File: src/rtl/cont_updown_modn_if.sv
`default_nettype none
// ---------------------------------------------------------------------------
// cont_updown_modn_if : control/status bundle for the up/down modulo-N counter
// Rev 1.0
// ---------------------------------------------------------------------------
interface cont_updown_modn_if #(
  parameter int WIDTH = 2
);
  logic             En;
  logic             Y;
  logic             PosMin;
  logic             PosMax;
  logic             Load;
  logic [WIDTH-1:0] D;
  logic [WIDTH-1:0] Q;
  logic             AtMin;
  logic             AtMax;
  logic             Carry;
  logic             Borrow;
  logic             LoadErr;

  modport master (
    output En, Y, PosMin, PosMax, Load, D,
    input  Q, AtMin, AtMax, Carry, Borrow, LoadErr
  );

  modport slave (
    input  En, Y, PosMin, PosMax, Load, D,
    output Q, AtMin, AtMax, Carry, Borrow, LoadErr
  );
endinterface
`default_nettype wire

File: src/rtl/cont_updown_modn.sv
`default_nettype none
// ---------------------------------------------------------------------------
// cont_updown_modn : up/down modulo-N counter, wrap or saturate, with presets
// Rev 1.0
// ---------------------------------------------------------------------------
module cont_updown_modn #(
  parameter int WIDTH   = 2,
  parameter int MODULUS = 4,
  parameter int MODE    = 0
) (
  input  wire logic         Clk,
  input  wire logic         Rst_n,
  cont_updown_modn_if.slave bus
);

  localparam logic [WIDTH-1:0] c_max  = WIDTH'(MODULUS - 1);
  localparam logic [WIDTH-1:0] c_zero = '0;
  localparam logic [WIDTH-1:0] c_one  = WIDTH'(1);

  logic [WIDTH-1:0] r_q;
  logic             r_carry;
  logic             r_borrow;
  logic             r_loaderr;
  logic             w_load_oor;

  if ((MODULUS < 2) || (MODULUS > (2 ** WIDTH))) begin : g_bad_cfg
    $error("cont_updown_modn: MODULUS must lie in 2..2**WIDTH");
  end

  // A full-range modulus can never see an out-of-range load value.
  if (MODULUS < (2 ** WIDTH)) begin : g_load_check
    assign w_load_oor = (bus.D > c_max);
  end else begin : g_load_nocheck
    assign w_load_oor = 1'b0;
  end

  always_ff @(posedge Clk) begin
    if (!Rst_n) begin
      r_q       <= c_zero;
      r_carry   <= 1'b0;
      r_borrow  <= 1'b0;
      r_loaderr <= 1'b0;
    end else begin
      r_carry   <= 1'b0;
      r_borrow  <= 1'b0;
      r_loaderr <= 1'b0;
      if (bus.PosMin) begin
        r_q <= c_zero;
      end else if (bus.PosMax) begin
        r_q <= c_max;
      end else if (bus.Load) begin
        if (w_load_oor) begin
          r_q       <= c_max;
          r_loaderr <= 1'b1;
        end else begin
          r_q <= bus.D;
        end
      end else if (bus.En) begin
        if (bus.Y) begin
          if (r_q == c_max) begin
            r_carry <= 1'b1;
            if (MODE == 0) r_q <= c_zero;
          end else begin
            r_q <= r_q + c_one;
          end
        end else begin
          if (r_q == c_zero) begin
            r_borrow <= 1'b1;
            if (MODE == 0) r_q <= c_max;
          end else begin
            r_q <= r_q - c_one;
          end
        end
      end
    end
  end

  assign bus.Q       = r_q;
  assign bus.AtMin   = (r_q == c_zero);
  assign bus.AtMax   = (r_q == c_max);
  assign bus.Carry   = r_carry;
  assign bus.Borrow  = r_borrow;
  assign bus.LoadErr = r_loaderr;

endmodule
`default_nettype wire

File: src/flat_wrapper.sv
// flat-port wrapper written by rule: the top's interface ports become plain ports
module cont_updown_modn_flat 
#(
  parameter int WIDTH   = 2,
  parameter int MODULUS = 4,
  parameter int MODE    = 0
)
  (Clk, Rst_n, bus_En, bus_Y, bus_PosMin, bus_PosMax, bus_Load, bus_D, bus_Q, bus_AtMin, bus_AtMax, bus_Carry, bus_Borrow, bus_LoadErr);
  cont_updown_modn_if #(.WIDTH(WIDTH)) bus_i ();
  input  wire logic Clk;
  input  wire logic Rst_n;
  input wire logic [$bits(bus_i.En)-1:0] bus_En;
  input wire logic [$bits(bus_i.Y)-1:0] bus_Y;
  input wire logic [$bits(bus_i.PosMin)-1:0] bus_PosMin;
  input wire logic [$bits(bus_i.PosMax)-1:0] bus_PosMax;
  input wire logic [$bits(bus_i.Load)-1:0] bus_Load;
  input wire logic [$bits(bus_i.D)-1:0] bus_D;
  output wire logic [$bits(bus_i.Q)-1:0] bus_Q;
  output wire logic [$bits(bus_i.AtMin)-1:0] bus_AtMin;
  output wire logic [$bits(bus_i.AtMax)-1:0] bus_AtMax;
  output wire logic [$bits(bus_i.Carry)-1:0] bus_Carry;
  output wire logic [$bits(bus_i.Borrow)-1:0] bus_Borrow;
  output wire logic [$bits(bus_i.LoadErr)-1:0] bus_LoadErr;
  assign bus_i.En = bus_En;
  assign bus_i.Y = bus_Y;
  assign bus_i.PosMin = bus_PosMin;
  assign bus_i.PosMax = bus_PosMax;
  assign bus_i.Load = bus_Load;
  assign bus_i.D = bus_D;
  assign bus_Q = bus_i.Q;
  assign bus_AtMin = bus_i.AtMin;
  assign bus_AtMax = bus_i.AtMax;
  assign bus_Carry = bus_i.Carry;
  assign bus_Borrow = bus_i.Borrow;
  assign bus_LoadErr = bus_i.LoadErr;
  cont_updown_modn #(.WIDTH(WIDTH), .MODULUS(MODULUS), .MODE(MODE)) u_core (.Clk(Clk), .Rst_n(Rst_n), .bus(bus_i));
endmodule
File: config.mk
export PLATFORM = sky130hd
export DESIGN_NAME = cont_updown_modn_flat
export DESIGN_NICKNAME = d
export VERILOG_FILES = /design/src/rtl/cont_updown_modn_if.sv /design/src/rtl/cont_updown_modn.sv /design/src/flat_wrapper.sv
export SDC_FILE = /design/constraint.sdc
export NUM_CORES = 1
export LEC_CHECK = 0
export CORE_AREA = 2 2 39 41
export CTS_BUF_LIST = sky130_fd_sc_hd__clkbuf_8 sky130_fd_sc_hd__clkbuf_16
export DETAILED_ROUTE_END_ITERATION = 10
export DIE_AREA = 0 0 41 43
export GPL_ROUTABILITY_DRIVEN = 0
export GPL_TIMING_DRIVEN = 0
export MAX_ROUTING_LAYER = met4
export SLEW_MARGIN = 20
export SYNTH_ARGS = -nofsm -noshare
export SYNTH_HDL_FRONTEND = slang
export SYNTH_SLANG_ARGS = --single-unit
File: constraint.sdc
create_clock -name Clk -period 3.5 [get_ports Clk]
set_input_delay 0.35 -clock Clk [delete_from_list [all_inputs] [get_ports Clk]]
set_output_delay 0.35 -clock Clk [all_outputs]
set_load 0.005 [all_outputs]
==> impl_metrics.yaml <==
run_status:
  status: "finished, final reports clean"
die:
  fp-row-count: 14
  die_width_um: 41
  core_mm2: 0.00138
  initial_core_util_pct: 16.1
  ios: 16
  dieArea_mm2: 0.00176
  die_height_um: 43
cts:
  h-tree-depth: 1
  cts_buffer_depth: 2
  clockRootBuffer: "clkbuf_8"
  cts.repair.resized: 0
  clk_latency_ns: 0.21
  cts_setup_buffers: 0
  clk_pin_slew_worst_paths_ns: 0.03
  ctsHoldBuffers: 0
  cts_buffers: 3
  cts.sinks: 4
  cts_tree: "built"
drt:
  drc: 0
  ant_nets: 0
  routed_wl_um: 454
  drtIter0Drc: 0
  avgRoutedWirePerCell_um: 7.69
  first_pass_iters: 1
  vias: 218
  via_per_inst: 3.69
sta:
  hold_viol: 0
  setup_slack_ns: 1.84
  fin_hold_ws_ns: 0.610
  max_freq_ghz: 0.602
  maxSlewViolCount: 0
  setup_tns_ns: 0
  period_minus_slack_ns: 1.66
  skew_ns: 0.00229
  rsz0062_at_grt: "false"
  period_share_pct: 47.5
  finalSetupViolations: 0
power_and_ir_drop:
  irDropWorstVdd_mv: 0.146
  p_leak_nw: 0.166
  p_total_mw: 0.172
  powerDensity_mw_per_mm2: 405
final_layout:
  area_delta_synth_final_pct: 90.4
  drive_gt1_share_pct: 14.0
  antenna_cells: 0
  fillers: 155
  instances_no_fill: 59
  finalNetCount: 56
logic_synthesis:
  syn_nets: 37
  syn_inst: 26
  synth_area_um2: 223
  yosys_warnings: 0
  yosysTopAreaCell: "dfxtp_1"
  async_flop_share_pct: 0
  synthDistinctLibCells: 18
  synth-seq-area-share_pct: 36.0
  synth_seq_cells: 4
  synth_top_flop_cell: "dfxtp_1"
  synth_edf_count: 0
  yosysMostFrequentCell: "dfxtp_1"
  yosysTopAreaCellShare_pct: 36.0
  avgSynthCellArea_um2: 8.57
  synth_area_leaders: "dfxtp_1, ha_1, nor3b_2"
placed_design:
  placed_cells: 56
  pre_cts_ws_ns: 2.06
  portBuffers: 14
worst_hold_path:
  worstHoldStart: "u_core.bus.Q[0]$_SDFFE_PP0P_"
  hold_path_end: "u_core.bus.Q[0]$_SDFFE_PP0P_"
  hold_depth: 2
  min_path_type: "reg2reg"
worst_setup_path:
  worstPathRequired_ns: 3.15
  worstReg2RegEnd: "u_core.bus.Q[1]$_SDFFE_PP0P_"
  path_delay_family: "buffers and inverters"
  critPathLaunchType: "register"
  r2r_cells: 5
  crit_slowest_cell: "clkdlybuf4s50_1"
  crit_chain: "inv_1 -> ha_1 -> clkdlybuf4s50_1"
  critPathMaxFanout: 4
  end_kind: "primary output"
  r2r-start: "u_core.bus.Q[0]$_SDFFE_PP0P_"
  crit_type: "reg2out"
  cpPeakStageDelay_ns: 0.44
  arrival_ns: 1.31
  r2r_slack_ns: 2.22
  crit_buf_inv: 2
grt:
  grt_usage_pct: 6.99
  grt_first_pass_wirelength_um: 731
  grt_overflow_total: 0
  grt_pass1_vias: 201
  grt_max_degree: 5
  antenna_found_initial: 0
run:
  cap_violations: 0
-- power breakdown --
part | internal, mW | leakage, nW | switching, mW
registers | 0.0475 | 0.0327 | 0.00169
clock network | 0.0731 | 0.0216 | 0.0214
logic | 0.0187 | 0.112 | 0.00920
total | 0.139 | 0.166 | 0.0323
-- kinds of logic after synthesis --
family / after synthesis / synth area share, %
simple gates: 11 / 29.8
flops: 4 / 36.0
compound gates: 3 / 6.74
buf+inv: 3 / 6.74
xor+xnor: 2 / 7.87
fa+ha+maj: 2 / 11.2
other cells: 1 / 1.68
-- cells in the final DEF (no fill, tap or decap), types with 2 or more instances in the layout --
cell and count:
clkdlybuf4s50_1 14, dfxtp_1 4, clkbuf_8 3, inv_1 2
a21oi_1 2, nand3_1 2, nor2_1 2, ha_1 2
-- sequential cells by signal (all words and copies together) (netlist names) --
register           flops
u_core.bus.Q           2
u_core.bus.Borrow      1
u_core.bus.Carry       1
-- metrics by stage --
step	util, %	area (µm²)
after floorplan	-	223
after global placement	27.7	383
after detailed placement	27.7	383
after CTS	30.7	424
after global routing	30.7	424
final	30.7	424
-- how the worst max path moves through the flow --
stage	startpoint	end	slack (ns)	depth (start not counted)
after floorplan	u_core.bus.Q[0]$_SDFFE_PP0P_	u_core.bus.Q[1]$_SDFFE_PP0P_	2.32	5
after global placement	u_core.bus.Q[0]$_SDFFE_PP0P_	bus_AtMax	2.07	2
after detailed placement	u_core.bus.Q[0]$_SDFFE_PP0P_	bus_AtMin	2.06	3
after CTS	u_core.bus.Q[0]$_SDFFE_PP0P_	bus_AtMin	1.82	3
after global routing	u_core.bus.Q[0]$_SDFFE_PP0P_	bus_AtMin	1.76	3
final	u_core.bus.Q[0]$_SDFFE_PP0P_	bus_AtMin	1.84	3
-- per-layer routing --
metal | part of all wire, % | global-route usage [%]
met4 | 0 | 10.0
met1 | 43 | 7.69
met5 | 0 | -
met3 | 12 | 2.09
met2 | 45 | 7.81
-- tightest hold or removal path, stage by stage (launching register included) --
cell     delay (ns)
dfxtp_1        0.34
xnor2_1        0.17
a21oi_1        0.05
-- layout make-up --
class | count | area (µm²) | area share (%)
well taps | 16 | 20.0 | 4.72
clock buffers | 3 | 41.3 | 9.73
repair buffers | 14 | 140 | 33.0
flip-flops and latches | 4 | 80.1 | 18.9
multi-input cells | 19 | 128 | 30.1
inverters | 2 | 7.51 | 1.77
plain buffers | 1 | 7.51 | 1.77
Note: power is estimated with default switching activity, not from simulation.
